**config.mk**
```make
export PLATFORM = sky130hd
export DESIGN_NAME = stopwatch_ctrl
export DESIGN_NICKNAME = d
export VERILOG_FILES = /design/src/rtl/stopwatch_pkg.sv /design/src/rtl/bcd2_counter.sv /design/src/rtl/stopwatch_ctrl.sv
export SDC_FILE = /design/constraint.sdc
export NUM_CORES = 1
export LEC_CHECK = 0
export CAP_MARGIN = 20
export CORE_MARGIN = 3
export CORE_UTILIZATION = 55
export DETAILED_ROUTE_END_ITERATION = 10
export DONT_BUFFER_PORTS = 1
export PLACE_DENSITY = 0.74
export SYNTH_ARGS = -nofsm -noshare
export SYNTH_HDL_FRONTEND = slang
export SYNTH_SLANG_ARGS = --single-unit
```
**constraint.sdc**
```tcl
create_clock -name clk -period 1.75 [get_ports clk]
set_input_delay 0.175 -clock clk [delete_from_list [all_inputs] [get_ports clk]]
set_output_delay 0.175 -clock clk [all_outputs]
set_load 0.01 [all_outputs]
```
**src/rtl/stopwatch_pkg.sv**
```systemverilog
// Shared types and constants for the stopwatch controller and its BCD counters.
// No logic, so no latency or backpressure; the blink helper is used only under STOPWATCH_BLINK_EN.
package stopwatch_pkg;

  typedef enum logic [1:0] {
    PAUSED = 2'd0,
    RUN    = 2'd1,
    ADJ    = 2'd2
  } state_e;

  typedef enum logic {
    FIELD_SEC = 1'b0,
    FIELD_MIN = 1'b1
  } field_e;

  localparam int BCD_W       = 4;
  localparam int DEF_MIN_MOD = 60;
  localparam int DEF_SEC_MOD = 60;

  // Blank bits for a field, ordered {minTens, minOnes, secTens, secOnes}.
  function automatic logic [3:0] field_blank(field_e f);
    return (f == FIELD_MIN) ? 4'b1100 : 4'b0011;
  endfunction

endpackage

```
**src/rtl/bcd2_counter.sv**
```systemverilog
// Two-digit BCD counter that wraps at MOD-1 -> 00; clr overrides inc.
// Digits update one clk after inc/clr; carry is combinational (inc at MOD-1) and there is no backpressure.
module bcd2_counter
  import stopwatch_pkg::*;
#(
  parameter int MOD = DEF_SEC_MOD
) (
  input  logic             clk,
  input  logic             rstN,
  input  logic             clr,
  input  logic             inc,
  output logic             carry,
  output logic [BCD_W-1:0] tens,
  output logic [BCD_W-1:0] ones
);

  localparam logic [BCD_W-1:0] MAX_TENS = BCD_W'((MOD - 1) / 10);
  localparam logic [BCD_W-1:0] MAX_ONES = BCD_W'((MOD - 1) % 10);
  localparam logic [BCD_W-1:0] NINE     = BCD_W'(9);

  logic [BCD_W-1:0] tens_q, tens_d;
  logic [BCD_W-1:0] ones_q, ones_d;
  logic             at_max;

  assign at_max = (tens_q == MAX_TENS) && (ones_q == MAX_ONES);
  assign carry  = inc && !clr && at_max;

  always_comb begin
    tens_d = tens_q;
    ones_d = ones_q;
    if (clr) begin
      tens_d = '0;
      ones_d = '0;
    end else if (inc) begin
      if (at_max) begin
        tens_d = '0;
        ones_d = '0;
      end else if (ones_q == NINE) begin
        tens_d = tens_q + BCD_W'(1);
        ones_d = '0;
      end else begin
        ones_d = ones_q + BCD_W'(1);
      end
    end
  end

  always_ff @(posedge clk or negedge rstN) begin
    if (!rstN) begin
      tens_q <= '0;
      ones_q <= '0;
    end else begin
      tens_q <= tens_d;
      ones_q <= ones_d;
    end
  end

  assign tens = tens_q;
  assign ones = ones_q;

endmodule

```
**src/rtl/stopwatch_ctrl.sv**
```systemverilog
// Run/pause/adjust controller for the mm:ss BCD stopwatch; field blinking only with STOPWATCH_BLINK_EN.
// All outputs registered, one clk after the qualifying pulse/tick; no backpressure.
module stopwatch_ctrl
  import stopwatch_pkg::*;
#(
  parameter int MIN_MOD = DEF_MIN_MOD,
  parameter int SEC_MOD = DEF_SEC_MOD
) (
  input  logic             clk,
  input  logic             rstN,
  input  logic             tick1Hz,
  input  logic             tick2Hz,
  input  logic             rstP,
  input  logic             pauseP,
  input  logic             selP,
  input  logic             adjP,
  output logic [BCD_W-1:0] minTens,
  output logic [BCD_W-1:0] minOnes,
  output logic [BCD_W-1:0] secTens,
  output logic [BCD_W-1:0] secOnes,
  output logic             running,
  output logic             adjMode,
  output logic             selField,
  output logic [3:0]       blankMask
);

  state_e state_q, state_d;
  field_e sel_q, sel_d;
  logic   running_q, adj_q;
  logic   adj_tick;
  logic   sec_inc, min_inc, sec_carry, min_carry_unused;

  // Ticks act in the pre-transition state; a coincident rstP swallows them.
  assign adj_tick = !rstP && (state_q == ADJ) && tick2Hz;
  assign sec_inc  = !rstP && (((state_q == RUN) && tick1Hz) ||
                              (adj_tick && (sel_q == FIELD_SEC)));
  assign min_inc  = !rstP && (((state_q == RUN) && sec_carry) ||
                              (adj_tick && (sel_q == FIELD_MIN)));

  // pauseP is a no-op in ADJ, so a coincident selP still toggles the field.
  always_comb begin
    state_d = state_q;
    sel_d   = sel_q;
    if (rstP) begin
      state_d = PAUSED;
      sel_d   = FIELD_SEC;
    end else if (adjP) begin
      state_d = (state_q == ADJ) ? PAUSED : ADJ;
    end else if (pauseP && (state_q != ADJ)) begin
      state_d = (state_q == RUN) ? PAUSED : RUN;
    end else if (selP && (state_q == ADJ)) begin
      sel_d = (sel_q == FIELD_SEC) ? FIELD_MIN : FIELD_SEC;
    end
  end

  always_ff @(posedge clk or negedge rstN) begin
    if (!rstN) begin
      state_q   <= PAUSED;
      sel_q     <= FIELD_SEC;
      running_q <= 1'b0;
      adj_q     <= 1'b0;
    end else begin
      state_q   <= state_d;
      sel_q     <= sel_d;
      running_q <= (state_d == RUN);
      adj_q     <= (state_d == ADJ);
    end
  end

  bcd2_counter #(.MOD(SEC_MOD)) u_sec (
    .clk   (clk),
    .rstN  (rstN),
    .clr   (rstP),
    .inc   (sec_inc),
    .carry (sec_carry),
    .tens  (secTens),
    .ones  (secOnes)
  );

  // Minutes wrap silently; their carry has no consumer.
  bcd2_counter #(.MOD(MIN_MOD)) u_min (
    .clk   (clk),
    .rstN  (rstN),
    .clr   (rstP),
    .inc   (min_inc),
    .carry (min_carry_unused),
    .tens  (minTens),
    .ones  (minOnes)
  );

`ifdef STOPWATCH_BLINK_EN
  logic       blink_q, blink_d;
  logic [3:0] blank_q, blank_d;

  always_comb begin
    blink_d = blink_q;
    if (rstP || (adjP && (state_q != ADJ))) begin
      blink_d = 1'b0;
    end else if (adj_tick) begin
      blink_d = !blink_q;
    end
    blank_d = ((state_d == ADJ) && blink_d) ? field_blank(sel_d) : 4'b0000;
  end

  always_ff @(posedge clk or negedge rstN) begin
    if (!rstN) begin
      blink_q <= 1'b0;
      blank_q <= 4'b0000;
    end else begin
      blink_q <= blink_d;
      blank_q <= blank_d;
    end
  end

  assign blankMask = blank_q;
`else
  assign blankMask = 4'b0000;
`endif

  assign running  = running_q;
  assign adjMode  = adj_q;
  assign selField = (sel_q == FIELD_MIN);

endmodule

```
## Yosys cells after proc, flatten, opt, wreduce, memory -nomap -nowiden

Cells that the tools add are included.

| storage, ports and cells | value |
|---|---|
| flip-flop bits (word level) | 21 |
| bits in latches | 0 |
| bits in writable memories | 0 |
| ROM bits | 0 |
| output and inout bits | 23 |
| logic and storage cells | 75 |
| memories | 0 |

| cells by class | value |
|---|---|
| add/sub/neg operators | 4 |
| $mul | 0 |
| divide/modulo/power cells | 0 |
| order comparisons | 0 |
| equal/unequal tests | 11 |
| shift operators | 0 |
| muxes and demuxes | 26 |
| bitwise operators | 1 |
| reductions and logical operators | 25 |

Operators with widths:

| cell | count |
|---|---|
| 4-bit 2-to-1 mux | 16 |
| 4-bit by 1-bit adder with 4-bit output, second input constant | 4 |
| 1-bit logical AND | 14 |
| 4-bit by 3-bit == test with 1-bit output, second input constant | 2 |
| 4-bit == test, second input constant | 2 |
| 2-bit 2-to-1 mux | 4 |
| 1-bit 2-to-1 mux | 6 |
| 2-bit != test, second input constant | 3 |
| 2-bit nonzero test | 3 |
| 3-bit nonzero test | 2 |
| 2-bit by 1-bit == test with 1-bit output, second input constant | 2 |
| 2-bit == test, second input constant | 2 |
| 2-bit AND reduction | 2 |
| 3-bit AND reduction | 1 |
| 1-bit logical OR | 2 |
| 1-bit logical NOT | 1 |
| 1-bit NOT | 1 |

## Longest topological paths before layout

Gate-level depths: netlist (run 1).

| depth | value |
|---|---|
| word-level depth | 13 |
| gate-level depth with buffers | 7 |
| mapped depth without buffers | 6 |

## Hierarchy

Synthesis (run 1) repeated with hierarchy kept, for this count alone.

| unflattened totals | value |
|---|---|
| cell total of the unflattened synthesis | 131 |
| area total of the unflattened synthesis | 1291.2 um^2 |

Modules (own cells, without submodules):

| module | times used | cells an instance | area an instance (um^2) |
|---|---|---|---|
| bcd2_counter | 2 | 49 | 483.0 |
| stopwatch_ctrl | 1 | 33 | 325.3 |

## Least setup slack after synthesis (run 1)

OpenSTA, ideal clock, no wires.

| timing path | value |
|---|---|
| path kind | register to register |
| from | register u_min.ones_q[1] (netlist: u_min.ones[1]) |
| to | register u_min.tens_q[0] (netlist: u_min.tens[0]) |
| setup time | 125 ps |
| arrival time | 1615 ps |
| required time | 1625 ps |
| path slack | 11 ps |
| cell stages (with the launch flop) | 8 |
| path buffers | 1 |
| period minus slack after synthesis | 1739 ps |
| cells stage by stage | dfrtp_1 -> inv_1 -> ha_1 -> and3b_1 -> clkbuf_1 -> nand4_1 -> nand2_1 -> mux2_2 |

| on the way | value |
|---|---|
| longest elaborated chain between the ends | 5 |
| elaborated cells on any way between the ends | 7 |
| those cells by class | 1 x eq/ne; 3 x mux; 3 x reduce/logical |

Ends and longest elaborated chain:

| item | line | RTL |
|---|---|---|
| start, declared | bcd2_counter.sv:22 | `logic [BCD_W-1:0] ones_q, ones_d;` |
| start signal, assigned | bcd2_counter.sv:53 | `ones_q <= ones_d;` |
| 4-bit == test (*) | bcd2_counter.sv:25, bcd2_counter.sv:38 |  |
| 1-bit logical AND | bcd2_counter.sv:25 | `assign at_max = (tens_q == MAX_TENS) && (ones_q == MAX_ONES);` |
| 4-bit 2-to-1 mux | bcd2_counter.sv:35 | `if (at_max) begin` |
| 4-bit 2-to-1 mux | bcd2_counter.sv:34 | `end else if (inc) begin` |
| 4-bit 2-to-1 mux | bcd2_counter.sv:31 | `if (clr) begin` |
| end signal, assigned | bcd2_counter.sv:52 | `tens_q <= tens_d;` |
| end, declared | bcd2_counter.sv:21 | `logic [BCD_W-1:0] tens_q, tens_d;` |

Every way passes the cells marked *; elsewhere a longest branch is shown, timed or not. The select of a mux whose other input is x is not followed.
A chain may end at the register's enable or synchronous reset.

## Worst setup path in the final report (run 1)

| timing path | value |
|---|---|
| from | register u_sec.ones_q[0] (netlist: u_sec.ones[0]) |
| to | register u_sec.tens_q[2] (netlist: u_sec.tens[2]) |

| on the way | value |
|---|---|
| longest elaborated chain between the ends | 5 |
| elaborated cells on any way between the ends | 7 |
| those cells by class | 1 x eq/ne; 3 x mux; 3 x reduce/logical |

Ends and longest elaborated chain:

| item | line |
|---|---|
| start, declared | bcd2_counter.sv:22 |
| start signal, assigned | bcd2_counter.sv:53 |
| 4-bit == test (*) | bcd2_counter.sv:25, bcd2_counter.sv:38 |
| 1-bit logical AND | bcd2_counter.sv:25 |
| 4-bit 2-to-1 mux | bcd2_counter.sv:35 |
| 4-bit 2-to-1 mux | bcd2_counter.sv:34 |
| 4-bit 2-to-1 mux | bcd2_counter.sv:31 |
| end signal, assigned | bcd2_counter.sv:52 |
| end, declared | bcd2_counter.sv:21 |

Marked as above.

==> results.md, run 1 <==
* FF-to-FF End: u_sec.tens[2]$_DFFE_PN0P_
* Worst slew pin tran at 0.955 ns
* Final setup viols at 0
* Relative slew slack at 36.1%
* Worst EP required at 1.99 ns
* PD cells at 734 nW/um^2
* Via count at 994
* Kind of critical path: flip-flop to flip-flop
* Crit Path Max Fanout at 9
* Initial antenna violation count at 0
* Endpoint, Worst Hold: adjMode$_DFF_PN0_
* Worst slack at placement at 0.0342 ns
* Most common flop cell mapped by yosys: dfrtp_1
* Yosys reg bits at 21
* R2R cell count at 5
* Area after DPL at 1380 um^2
* Period utilization at 94.9%
* Drt first pass iters at 4
* Unrepaired setup endpoints after global routing: yes
* DRC errors left at 0
* Hold Path Cell Cnt at 2
* Ports at 31
* Min-delay src: adjP
* Clk_lat worst skew at 0.31 ns
* CTS Buf Count at 3
* Clock tree buffer depth at 2
* Starting Density at 58.7%
* Most frequent cells in the layout: 21 x dfrtp_1, 12 x buf_4, 10 x o21ai_0
* CTS tree: built
* Detail Placement HPWL at 1830 um
* Final GP Congestion at 0.775
* Clock Skews at 0.00877 ns
* Crit Reg-Reg Startpoint: u_sec.ones[0]$_DFFE_PN0P_
* EDFF count, synth at 0
* Ratio of cells with drive above 1 in the final layout at 20.5%
* Via density at 5.71
* DRT antenna net count at 0
* Mapped cell area at 1310 um^2
* Max Cap Viol at 0
* Global-route wire length before repair at 4110 um
* Synth async-reset ratio at 100%
* LEAKAGE at 0.674 nW
* R2R Setup Slk at 0.09 ns
* Status: finished, final reports clean
* CP Launch Type: flip-flop
* Nets at 163
* VDD IR max at 0.000620 V
* Max-slew violations at 0
* Routed WL per cell at 14.8 um
* Post-Syn Instances at 133
* GRT overflow at 0
* Syn-to-layout area delta at 12.2%
* Die width at 54.8 um
* Initial DRC Count at 8
* Distinct cell type count after synthesis at 45
* CTS root buf: clkbuf_4
* Hold Violations, Final at 0
* Min-Delay Path Class: input port to flip-flop
* Post-layout min period at 1.66 ns
* Total global-route track usage at 19.1%
* Part of the Yosys area used for sequential elements at 40.1%
* Commonest non-fill, non-tap cell in the layout: dfrtp_1
* Diodes inserted at 0
* Arrival time worst endpoint at 1.90 ns
* H-tree level count at 1
* Core area at 2230 um^2
* Port bufs at 0
* Row count at 17
* FMAX at 602 MHz
* Yosys Warn Count at 0
* Syn_area_per_cell at 9.86 um^2
* Setup ws final at 0.0901 ns
* Clk sinks at 21
* Setup crit end kind: flip-flop
* Post-Layout Inst Area at 1470 um^2
* Post-Route WL at 2580 um
* Vias in the first global route at 965
* Die height at 54.8 um
* Largest net degree at the start of global routing at 22
* CTS clk-pin slew, worst paths at 0.12 ns
* Full die area at 3010 um^2
[per-stage QoR]
stage | utilization [%] | hold WS (ns) | instances | total power [W] | TNS [ns]
6_report | 65.9 | 0.0242 | 174 | 0.00108 | 0
5_1_grt | 65.9 | 0.0432 | 174 | 0.00115 | -0.00129
4_1_cts | 64.4 | 0.0161 | 173 | 0.00109 | 0
3_5_place_dp | 61.8 | -0.120 | 166 | 0.000829 | 0
3_3_place_gp | 61.8 | -0.120 | 166 | 0.000822 | 0
2_1_floorplan | - | -0.121 | 136 | 0.000761 | 0
[flip-flops by register name (all words and copies together) (netlist names)]
| signal | cells |
|---|---|
| running | 1 |
| state_q | 2 |
| adjMode | 1 |
| u_min.ones | 4 |
| selField | 1 |
| u_min.tens | 4 |
| u_sec.ones | 4 |
| u_sec.tens | 4 |
[layout make-up]
cell class	instances	area [um^2]
Sequential cell	21	526
Fill cell	192	762
Clock buffer	3	22.5
Inverter	8	30.0
Tap cell	28	35.0
Clock inverter	1	5.00
Multi-Input combinational cell	98	733
Timing Repair Buffer	15	120
[synth_stat cells, drive strengths merged (2+ instances only)]
cell type | count | area [um^2]
dfrtp | 21 | 526
o21ai | 12 | 60.1
nor2 | 9 | 33.8
ha | 8 | 100
inv | 8 | 30.0
buf | 7 | 51.3
a21oi | 6 | 45.1
nand2 | 6 | 22.5
nand3 | 6 | 30.0
a211oi | 4 | 30.0
and3b | 4 | 38.8
mux2i | 4 | 40.0
nand2b | 4 | 32.5
xnor2 | 4 | 35.0
and3 | 3 | 20.0
nor3 | 3 | 15.0
clkbuf | 2 | 7.51
mux2 | 2 | 22.5
nor2b | 2 | 20.0
o31ai | 2 | 15.0
[logic make-up after synthesis]
kind of cell / share of synthesized area, %
AO/OA/AOI/OAI: 17.9
XOR/XNOR: 2.67
adder cells (fa/ha/maj): 7.63
buffers and inverters: 6.78
flip-flops: 40.1
multiplexers: 4.77
other: 0.286
AND/OR/NAND/NOR: 19.8
[repair_timing]
item                                    CTS  global route
endpoints found under the setup margin    0            10
buffers inserted                          0             1
hold buffers                              3             0
resized for setup                         0             5
endpoints found under the hold margin    30             0
[per-layer routing]
layer	part of all wire (%)	vias to the layer above	wire length, um	GRT usage (%)
li1	-	491	-	-
met1	45	476	1170	24.8
met2	48	25	1240	30.9
met3	5.8	2	150	3.81
met4	0.89	0	23	7.05
met5	0	-	0	0
[where the power goes]
part / internal [W] / leakage, nW / switching, W
clock: 0.0000853 / 0.0177 / 0.000152
sequential: 0.000530 / 0.283 / 0.0000462
combinational: 0.000128 / 0.373 / 0.000139
total: 0.000743 / 0.674 / 0.000337
[critical path, stage by stage, from the launching register on]
cell and delay (ns):
dfrtp_1 0.40, ha_1 0.19, and3b_2 0.29, a21oi_4 0.18
or3b_4 0.40, o21ai_1 0.14
[worst max-delay path by stage]
stage / start / end / cells past startpoint
global placement: u_sec.ones[0]$_DFFE_PN0P_ / u_sec.tens[3]$_DFFE_PN0P_ / 5
global route: u_sec.ones[0]$_DFFE_PN0P_ / u_sec.tens[0]$_DFFE_PN0P_ / 5
CTS: u_sec.ones[1]$_DFFE_PN0P_ / u_min.tens[0]$_DFFE_PN0P_ / 6
finish: u_sec.ones[0]$_DFFE_PN0P_ / u_sec.tens[2]$_DFFE_PN0P_ / 5
floorplan: u_min.ones[1]$_DFFE_PN0P_ / u_min.tens[0]$_DFFE_PN0P_ / 7
detailed placement: u_sec.ones[0]$_DFFE_PN0P_ / u_sec.tens[3]$_DFFE_PN0P_ / 5
No activity file was read; power rests on OpenSTA's default activity.
==> inputs of run 2 (changes only) <==
Settings changed: GPL_ROUTABILITY_DRIVEN from default to 0.
==> results of run 2 <==
Final layout, timing and power as in run 1 (identical DEF).
